===== src/rtl/sb_arb_if.sv =====
// rtl/sb_arb_if.sv - request/response and memory-side bundle for the sb_arb arbiter
interface sb_arb_if #(
   parameter int NUM_M  = 2,
   parameter int ADDR_W = 32
);
   logic [NUM_M-1:0]        m_req;
   logic [NUM_M-1:0]        m_we;
   logic [2*NUM_M-1:0]      m_size;
   logic [NUM_M-1:0]        m_unsigned;
   logic [NUM_M*ADDR_W-1:0] m_addr;
   logic [32*NUM_M-1:0]     m_wdata;
   logic [NUM_M-1:0]        m_gnt;
   logic [NUM_M-1:0]        m_rvalid;
   logic [31:0]             m_rdata;
   logic [NUM_M-1:0]        m_err;

   logic                    s_req;
   logic                    s_we;
   logic [3:0]              s_be;
   logic [ADDR_W-1:0]       s_addr;
   logic [31:0]             s_wdata;
   logic [31:0]             s_rdata;

   // slave is the arbiter's own view: it serves the masters and drives the memory
   modport slave (
      input  m_req, m_we, m_size, m_unsigned, m_addr, m_wdata, s_rdata,
      output m_gnt, m_rvalid, m_rdata, m_err, s_req, s_we, s_be, s_addr, s_wdata
   );

   modport master (
      output m_req, m_we, m_size, m_unsigned, m_addr, m_wdata, s_rdata,
      input  m_gnt, m_rvalid, m_rdata, m_err, s_req, s_we, s_be, s_addr, s_wdata
   );
endinterface


===== src/rtl/sb_arb.sv =====
// rtl/sb_arb.sv - NUM_M-master system-bus arbiter onto one synchronous memory port
module sb_arb #(
   parameter int NUM_M    = 2,
   parameter int ADDR_W   = 32,
   parameter int ARB_MODE = 1
) (
   input  logic    clk,
   input  logic    rst,
   sb_arb_if.slave bus
);
   localparam int         IDX_W   = (NUM_M > 1) ? $clog2(NUM_M) : 1;
   localparam logic [1:0] SZ_BYTE = 2'b00;
   localparam logic [1:0] SZ_HALF = 2'b01;
   localparam logic [1:0] SZ_WORD = 2'b10;
   localparam logic [IDX_W:0] NUM_L = (IDX_W + 1)'(NUM_M);

   typedef struct packed {
      logic             v;
      logic [IDX_W-1:0] idx;
      logic [1:0]       size;
      logic [1:0]       k;
      logic             uns;
   } tag_t;

   logic [NUM_M-1:0]  req_live;
   logic [IDX_W-1:0]  ptr_q, ptr_d;
   logic [IDX_W-1:0]  gnt_idx;
   logic              gnt_any;
   logic [NUM_M-1:0]  gnt_oh;
   logic [IDX_W:0]    cand;

   logic              sel_we;
   logic              sel_uns;
   logic [1:0]        sel_size;
   logic [ADDR_W-1:0] sel_addr;
   logic [31:0]       sel_wdata;
   logic [1:0]        lane_k;
   logic              misal;
   logic              legal;
   logic [3:0]        lane_be;
   logic [31:0]       lane_wdata;

   logic              s_req_q, s_req_d;
   logic              s_we_q, s_we_d;
   logic [3:0]        s_be_q, s_be_d;
   logic [ADDR_W-1:0] s_addr_q, s_addr_d;
   logic [31:0]       s_wdata_q, s_wdata_d;
   logic [NUM_M-1:0]  err_q, err_d;
   tag_t              tag1_q, tag1_d;
   tag_t              tag2_q;
   logic [NUM_M-1:0]  rvalid_q, rvalid_d;
   logic [31:0]       rdata_q, rdata_d;
   logic [31:0]       rd_lane;

   // Requests are ignored while reset is held so m_gnt stays low.
   assign req_live = rst ? bus.m_req : '0;

   always_comb begin
      gnt_idx = '0;
      gnt_any = 1'b0;
      cand    = '0;
      if (ARB_MODE == 0) begin
         for (int i = NUM_M - 1; i >= 0; i--) begin
            if (req_live[i]) begin
               gnt_idx = IDX_W'(i);
               gnt_any = 1'b1;
            end
         end
      end else begin
         // Walk offsets from farthest to nearest so the nearest requester after ptr wins.
         for (int off = NUM_M; off >= 1; off--) begin
            cand = {1'b0, ptr_q} + (IDX_W + 1)'(off);
            if (cand >= NUM_L) begin
               cand = cand - NUM_L;
            end
            if (req_live[cand[IDX_W-1:0]]) begin
               gnt_idx = cand[IDX_W-1:0];
               gnt_any = 1'b1;
            end
         end
      end
   end

   assign gnt_oh = gnt_any ? (NUM_M'(1) << gnt_idx) : '0;
   assign ptr_d  = gnt_any ? gnt_idx : ptr_q;

   always_comb begin
      sel_we    = 1'b0;
      sel_uns   = 1'b0;
      sel_size  = 2'b00;
      sel_addr  = '0;
      sel_wdata = '0;
      for (int i = 0; i < NUM_M; i++) begin
         if (gnt_idx == IDX_W'(i)) begin
            sel_we    = bus.m_we[i];
            sel_uns   = bus.m_unsigned[i];
            sel_size  = bus.m_size[2*i +: 2];
            sel_addr  = bus.m_addr[ADDR_W*i +: ADDR_W];
            sel_wdata = bus.m_wdata[32*i +: 32];
         end
      end
   end

   assign lane_k = sel_addr[1:0];
   assign misal  = (sel_size == 2'b11)
                || ((sel_size == SZ_HALF) && sel_addr[0])
                || ((sel_size == SZ_WORD) && (sel_addr[1:0] != 2'b00));
   assign legal  = gnt_any && !misal;

   always_comb begin
      case (sel_size)
         SZ_BYTE: begin
            lane_be    = 4'b0001 << lane_k;
            lane_wdata = {4{sel_wdata[7:0]}};
         end
         SZ_HALF: begin
            lane_be    = 4'b0011 << lane_k;
            lane_wdata = {2{sel_wdata[15:0]}};
         end
         default: begin
            lane_be    = 4'b1111;
            lane_wdata = sel_wdata;
         end
      endcase
   end

   always_comb begin
      s_req_d     = legal;
      s_we_d      = legal && sel_we;
      s_be_d      = legal ? lane_be : 4'b0000;
      s_addr_d    = legal ? {sel_addr[ADDR_W-1:2], 2'b00} : '0;
      s_wdata_d   = (legal && sel_we) ? lane_wdata : 32'h0;
      err_d       = (gnt_any && misal) ? gnt_oh : '0;
      tag1_d.v    = legal && !sel_we;
      tag1_d.idx  = gnt_idx;
      tag1_d.size = sel_size;
      tag1_d.k    = lane_k;
      tag1_d.uns  = sel_uns;
   end

   // Stage 2 lines up with the memory's read data; pick the lane and extend it.
   always_comb begin
      rd_lane = bus.s_rdata >> {tag2_q.k, 3'b000};
      case (tag2_q.size)
         SZ_BYTE: rdata_d = {{24{!tag2_q.uns && rd_lane[7]}}, rd_lane[7:0]};
         SZ_HALF: rdata_d = {{16{!tag2_q.uns && rd_lane[15]}}, rd_lane[15:0]};
         default: rdata_d = rd_lane;
      endcase
      rvalid_d = tag2_q.v ? (NUM_M'(1) << tag2_q.idx) : '0;
   end

   always_ff @(posedge clk) begin
      if (!rst) begin
         ptr_q     <= IDX_W'(NUM_M - 1);
         s_req_q   <= 1'b0;
         s_we_q    <= 1'b0;
         s_be_q    <= 4'b0000;
         s_addr_q  <= '0;
         s_wdata_q <= 32'h0;
         err_q     <= '0;
         tag1_q    <= '0;
         tag2_q    <= '0;
         rvalid_q  <= '0;
         rdata_q   <= 32'h0;
      end else begin
         ptr_q     <= ptr_d;
         s_req_q   <= s_req_d;
         s_we_q    <= s_we_d;
         s_be_q    <= s_be_d;
         s_addr_q  <= s_addr_d;
         s_wdata_q <= s_wdata_d;
         err_q     <= err_d;
         tag1_q    <= tag1_d;
         tag2_q    <= tag1_q;
         rvalid_q  <= rvalid_d;
         if (tag2_q.v) begin
            rdata_q <= rdata_d;
         end
      end
   end

   assign bus.m_gnt    = gnt_oh;
   assign bus.m_rvalid = rvalid_q;
   assign bus.m_rdata  = rdata_q;
   assign bus.m_err    = err_q;
   assign bus.s_req    = s_req_q;
   assign bus.s_we     = s_we_q;
   assign bus.s_be     = s_be_q;
   assign bus.s_addr   = s_addr_q;
   assign bus.s_wdata  = s_wdata_q;
endmodule

===== src/flat_wrapper.sv =====
// flat-port wrapper written by rule: the top's interface ports become plain ports
module sb_arb_flat 
#(
   parameter int NUM_M    = 2,
   parameter int ADDR_W   = 32,
   parameter int ARB_MODE = 1
)
  (clk, rst, bus_m_req, bus_m_we, bus_m_size, bus_m_unsigned, bus_m_addr, bus_m_wdata, bus_s_rdata, bus_m_gnt, bus_m_rvalid, bus_m_rdata, bus_m_err, bus_s_req, bus_s_we, bus_s_be, bus_s_addr, bus_s_wdata);
  sb_arb_if #(.NUM_M(NUM_M), .ADDR_W(ADDR_W)) bus_i ();
  input  logic clk;
  input  logic rst;
  input wire logic [$bits(bus_i.m_req)-1:0] bus_m_req;
  input wire logic [$bits(bus_i.m_we)-1:0] bus_m_we;
  input wire logic [$bits(bus_i.m_size)-1:0] bus_m_size;
  input wire logic [$bits(bus_i.m_unsigned)-1:0] bus_m_unsigned;
  input wire logic [$bits(bus_i.m_addr)-1:0] bus_m_addr;
  input wire logic [$bits(bus_i.m_wdata)-1:0] bus_m_wdata;
  input wire logic [$bits(bus_i.s_rdata)-1:0] bus_s_rdata;
  output wire logic [$bits(bus_i.m_gnt)-1:0] bus_m_gnt;
  output wire logic [$bits(bus_i.m_rvalid)-1:0] bus_m_rvalid;
  output wire logic [$bits(bus_i.m_rdata)-1:0] bus_m_rdata;
  output wire logic [$bits(bus_i.m_err)-1:0] bus_m_err;
  output wire logic [$bits(bus_i.s_req)-1:0] bus_s_req;
  output wire logic [$bits(bus_i.s_we)-1:0] bus_s_we;
  output wire logic [$bits(bus_i.s_be)-1:0] bus_s_be;
  output wire logic [$bits(bus_i.s_addr)-1:0] bus_s_addr;
  output wire logic [$bits(bus_i.s_wdata)-1:0] bus_s_wdata;
  assign bus_i.m_req = bus_m_req;
  assign bus_i.m_we = bus_m_we;
  assign bus_i.m_size = bus_m_size;
  assign bus_i.m_unsigned = bus_m_unsigned;
  assign bus_i.m_addr = bus_m_addr;
  assign bus_i.m_wdata = bus_m_wdata;
  assign bus_i.s_rdata = bus_s_rdata;
  assign bus_m_gnt = bus_i.m_gnt;
  assign bus_m_rvalid = bus_i.m_rvalid;
  assign bus_m_rdata = bus_i.m_rdata;
  assign bus_m_err = bus_i.m_err;
  assign bus_s_req = bus_i.s_req;
  assign bus_s_we = bus_i.s_we;
  assign bus_s_be = bus_i.s_be;
  assign bus_s_addr = bus_i.s_addr;
  assign bus_s_wdata = bus_i.s_wdata;
  sb_arb #(.NUM_M(NUM_M), .ADDR_W(ADDR_W), .ARB_MODE(ARB_MODE)) u_core (.clk(clk), .rst(rst), .bus(bus_i));
endmodule

===== config.mk =====
export PLATFORM = sky130hd
export DESIGN_NAME = sb_arb_flat
export DESIGN_NICKNAME = d
export VERILOG_FILES = /design/src/rtl/sb_arb_if.sv /design/src/rtl/sb_arb.sv /design/src/flat_wrapper.sv
export SDC_FILE = /design/constraint.sdc
export NUM_CORES = 1
export LEC_CHECK = 0
export ABC_AREA = 1
export CAP_MARGIN = 20
export CELL_PAD_IN_SITES_DETAIL_PLACEMENT = 0
export CELL_PAD_IN_SITES_GLOBAL_PLACEMENT = 2
export CORE_ASPECT_RATIO = 0.9
export CORE_MARGIN = 2
export CORE_UTILIZATION = 20
export DETAILED_ROUTE_END_ITERATION = 7
export PLACE_DENSITY = 0.89
export SYNTH_ARGS = -nofsm -noshare
export SYNTH_HDL_FRONTEND = slang
export SYNTH_SLANG_ARGS = --single-unit

===== constraint.sdc =====
create_clock -name clk -period 1.84 [get_ports clk]
set_input_delay 0.552 -clock clk [delete_from_list [all_inputs] [get_ports clk]]
set_output_delay 0.552 -clock clk [all_outputs]
set_load 0.02 [all_outputs]

==> metrics.txt <==
GP Congestion 0.835; critical path data required time 1.29 ns; WP buf/inv 2; WL/cell 14.0 um; final instance area 9610 um2; worst clock skew 0.0126 ns; Slowest Stage Delay on Critical Path 0.35 ns; Yosys reg bits 119; final WL 21,400 um; Hold Crit Class flip-flop to flip-flop; setup slack, reg-to-reg 0.13 ns; fin crit period 1.78 ns; YS warnings 0; number of global-route vias before repair 6,021; startpoint type of the worst setup path flip-flop; HP Start u_core.tag1_q[0]$_SDFF_PN0_; reg2reg end u_core.bus.s_wdata[30]$_SDFF_PN0_; Setup crit end kind output port; WHS Path Cells 2; post-synthesis sequential area ratio 43.7%; status complete, no violations; detailed placement HPWL 16,700 um; grt ovf 0; setup violators final 0; H-Tree Level Count 4; Final Net Count 1,333; fmax 0.563 GHz; Post-Syn Instances 831; Setup CP Type flip-flop to output port; total chip power 7.56 mW; Total GRT Usage 15.0%; RSZ-0062 raised after global routing yes; most frequent CP cell buf_6; Placed Cells 1,493; maximum number of pins on one net before global-route repair 37; Slowest-stage cell, CP dfxtp_4; layout cells sized above 1 13.5%; CORE AREA 26,900 um2; Synth top area share 43.7%; Synth area leader dfxtp_1; vias per cell 4.01; Die Wd 178 um; TritonCTS clock tree built; Detailed Route Iter0 Violations 322; Top delay family on crit path flip-flops; Worst Hold Path EP u_core.tag2_q[0]$_SDFF_PN0_; Cell Chain, Critical Path a21oi_4 -> buf_6 -> nor2_4 -> buf_6; Synth Area per Inst 6.56 um2; first-pass GRT wire length 32,600 um; reg-to-reg startpoint u_core.ptr_q$_SDFFE_PN1N_; via count 6,125; Final period util 96.6%; worst slew pin tran 0.999 ns; Die Ht 161 um; Port Buffers 277; R2R cell count 10; clk buf depth 2; Ports 280; post-route insts no fill 1,529; Clock Latency Late Sink 0.42 ns; Initial Util 20.3%; Crit Path Max Fanout 3; Reg clk slew, reported paths 0.06 ns; VDD IR-drop max 524 uV; Max transition margin 33.2%; root buffer cell clkbuf_16; final hold violations 0; Area after DPL 9100 um2; synth-to-layout area growth 76.3%; Pre-antenna DRT Iters 4; synth top area cells dfxtp_1, nand2_1, inv_1; Max Cap Viol 0; number of buffers created by CTS 17; pwr/cell area 787 nW/um2; Slew Viols, Final 0; CP Data Arrival Time 1.22 ns; CTS Sinks 119; drt drc 0; die area 28,600 um2; Leakage 5.09 nW; Netlist cell types 29; initial antenna violation count 1; Detail Route Antenna Nets 0; Post-Syn Area 5450 um2; Crit path depth 4; row count 57
Yosys cell counts, drive strengths merged:
cell	n
clkbuf	18
a21oi	45
nand4	1
nand3	14
o21a	1
buf	28
clkinv	1
inv	109
dfxtp	119
o31ai	1
or2	7
conb	1
o21ai	75
o211ai	7
nand2	310
nand3b	1
nor2	86
a31oi	7
how the worst max path moves through the flow:
stage / start / endpoint / slack (ns)
floorplan: bus_m_req[1] / bus_m_gnt[1] / 0.04
global placement: bus_m_req[1] / bus_m_gnt[1] / -0.69
detailed placement: bus_m_req[1] / bus_m_gnt[1] / -0.70
CTS: u_core.ptr_q$_SDFFE_PN1N_ / bus_m_gnt[0] / -0.004
global route: u_core.ptr_q$_SDFFE_PN1N_ / bus_m_gnt[0] / -0.01
finish: u_core.ptr_q$_SDFFE_PN1N_ / bus_m_gnt[0] / 0.06
flip-flops by register name, summed over array words and instances (netlist names):
signal               flops
u_core.bus.m_rdata      32
u_core.bus.s_we          1
u_core.tag2_q            7
u_core.tag1_q            7
u_core.bus.s_addr       30
u_core.bus.m_err         2
u_core.bus.s_wdata      32
u_core.bus.m_rvalid      2
u_core.ptr_q             1
u_core.bus.s_req         1
u_core.bus.s_be          4
power by group:
group | total, mW | switching (mW) | internal [mW]
logic | 1.47 | 0.736 | 0.733
clock network | 3.38 | 1.42 | 1.96
registers | 2.72 | 0.0370 | 2.68
total | 7.56 | 2.19 | 5.37
worst min-delay path, stage by stage (launching register included):
cell,delay (ns)
dfxtp_1,0.30
nand2_1,0.04
inv_1,0.04
through the flow:
stage / worst slack, ns / setup TNS (ns) / hold WS [ns] / utilization, %
after global placement: -0.689 / -48.33 / 0.398 / 33.8
after floorplan: 0.0404 / 0 / 0.390 / -
after detailed placement: -0.697 / -49.39 / 0.400 / 33.8
after CTS: -0.00427 / -0.00427 / 0.419 / 35.7
after global routing: -0.0121 / -0.0121 / 0.440 / 35.7
final: 0.0632 / 0 / 0.414 / 35.8
routing by layer:
metal | routed length (um) | vias to the layer above | part of all wire [%] | track usage, %
met1 | 9070 | 2712 | 42 | 17.4
met4 | 93 | 0 | 0.43 | 2.42
met2 | 10100 | 213 | 47 | 25.5
met3 | 2140 | 8 | 10 | 6.75
li1 | - | 3192 | - | -
met5 | 0 | - | 0 | 0
final cells by class:
| class | count | area, um2 |
|---|---|---|
| Fill cell | 2902 | 17300 |
| Timing Repair Buffer | 356 | 3310 |
| Multi-Input combinational cell | 557 | 2470 |
| Sequential cell | 119 | 2390 |
| Tap cell | 354 | 443 |
| Clock buffer | 18 | 439 |
| Inverter | 110 | 413 |
| Clock inverter | 14 | 151 |
| Antenna cell | 1 | 2.50 |
layout by cell type (no fill, tap or decap), drive strengths merged:
cell type,Yosys,final
nand3,14,14
or2,7,7
clkinv,1,1
o31ai,1,1
a21oi,45,45
clkinvlp,0,2
diode,0,1
o21ai,75,75
clkbuf,18,18
nand2,310,310
nand4,1,1
nand3b,1,1
dfxtp,119,119
a31oi,7,7
clkdlybuf4s15,0,1
nor2,86,86
dlygate4sd2,0,104
o21a,1,1
conb,1,2
inv,109,120
clkdlybuf4s50,0,168
buf,28,83
o211ai,7,7
bufinv,0,1
cells by family (layout without fill, tap and decap cells):
kind of cell / count (synthesis) / in the layout / share of synthesized area (%)
AND/OR/NAND/NOR: 419 / 419 / 30.9
buffers and inverters: 156 / 498 / 11.6
flip-flops: 119 / 119 / 43.7
AO/OA/AOI/OAI: 136 / 136 / 13.7
other: 1 / 3 / 0.0688
repair_timing:
action                                  4_1_cts  5_1_grt
endpoints found under the setup margin      174        9
buffers inserted                              3        0
resized for setup                           131        1
pin swaps                                     4        2
hold buffers                                  0        0
No activity file was read; power rests on OpenSTA's default activity.
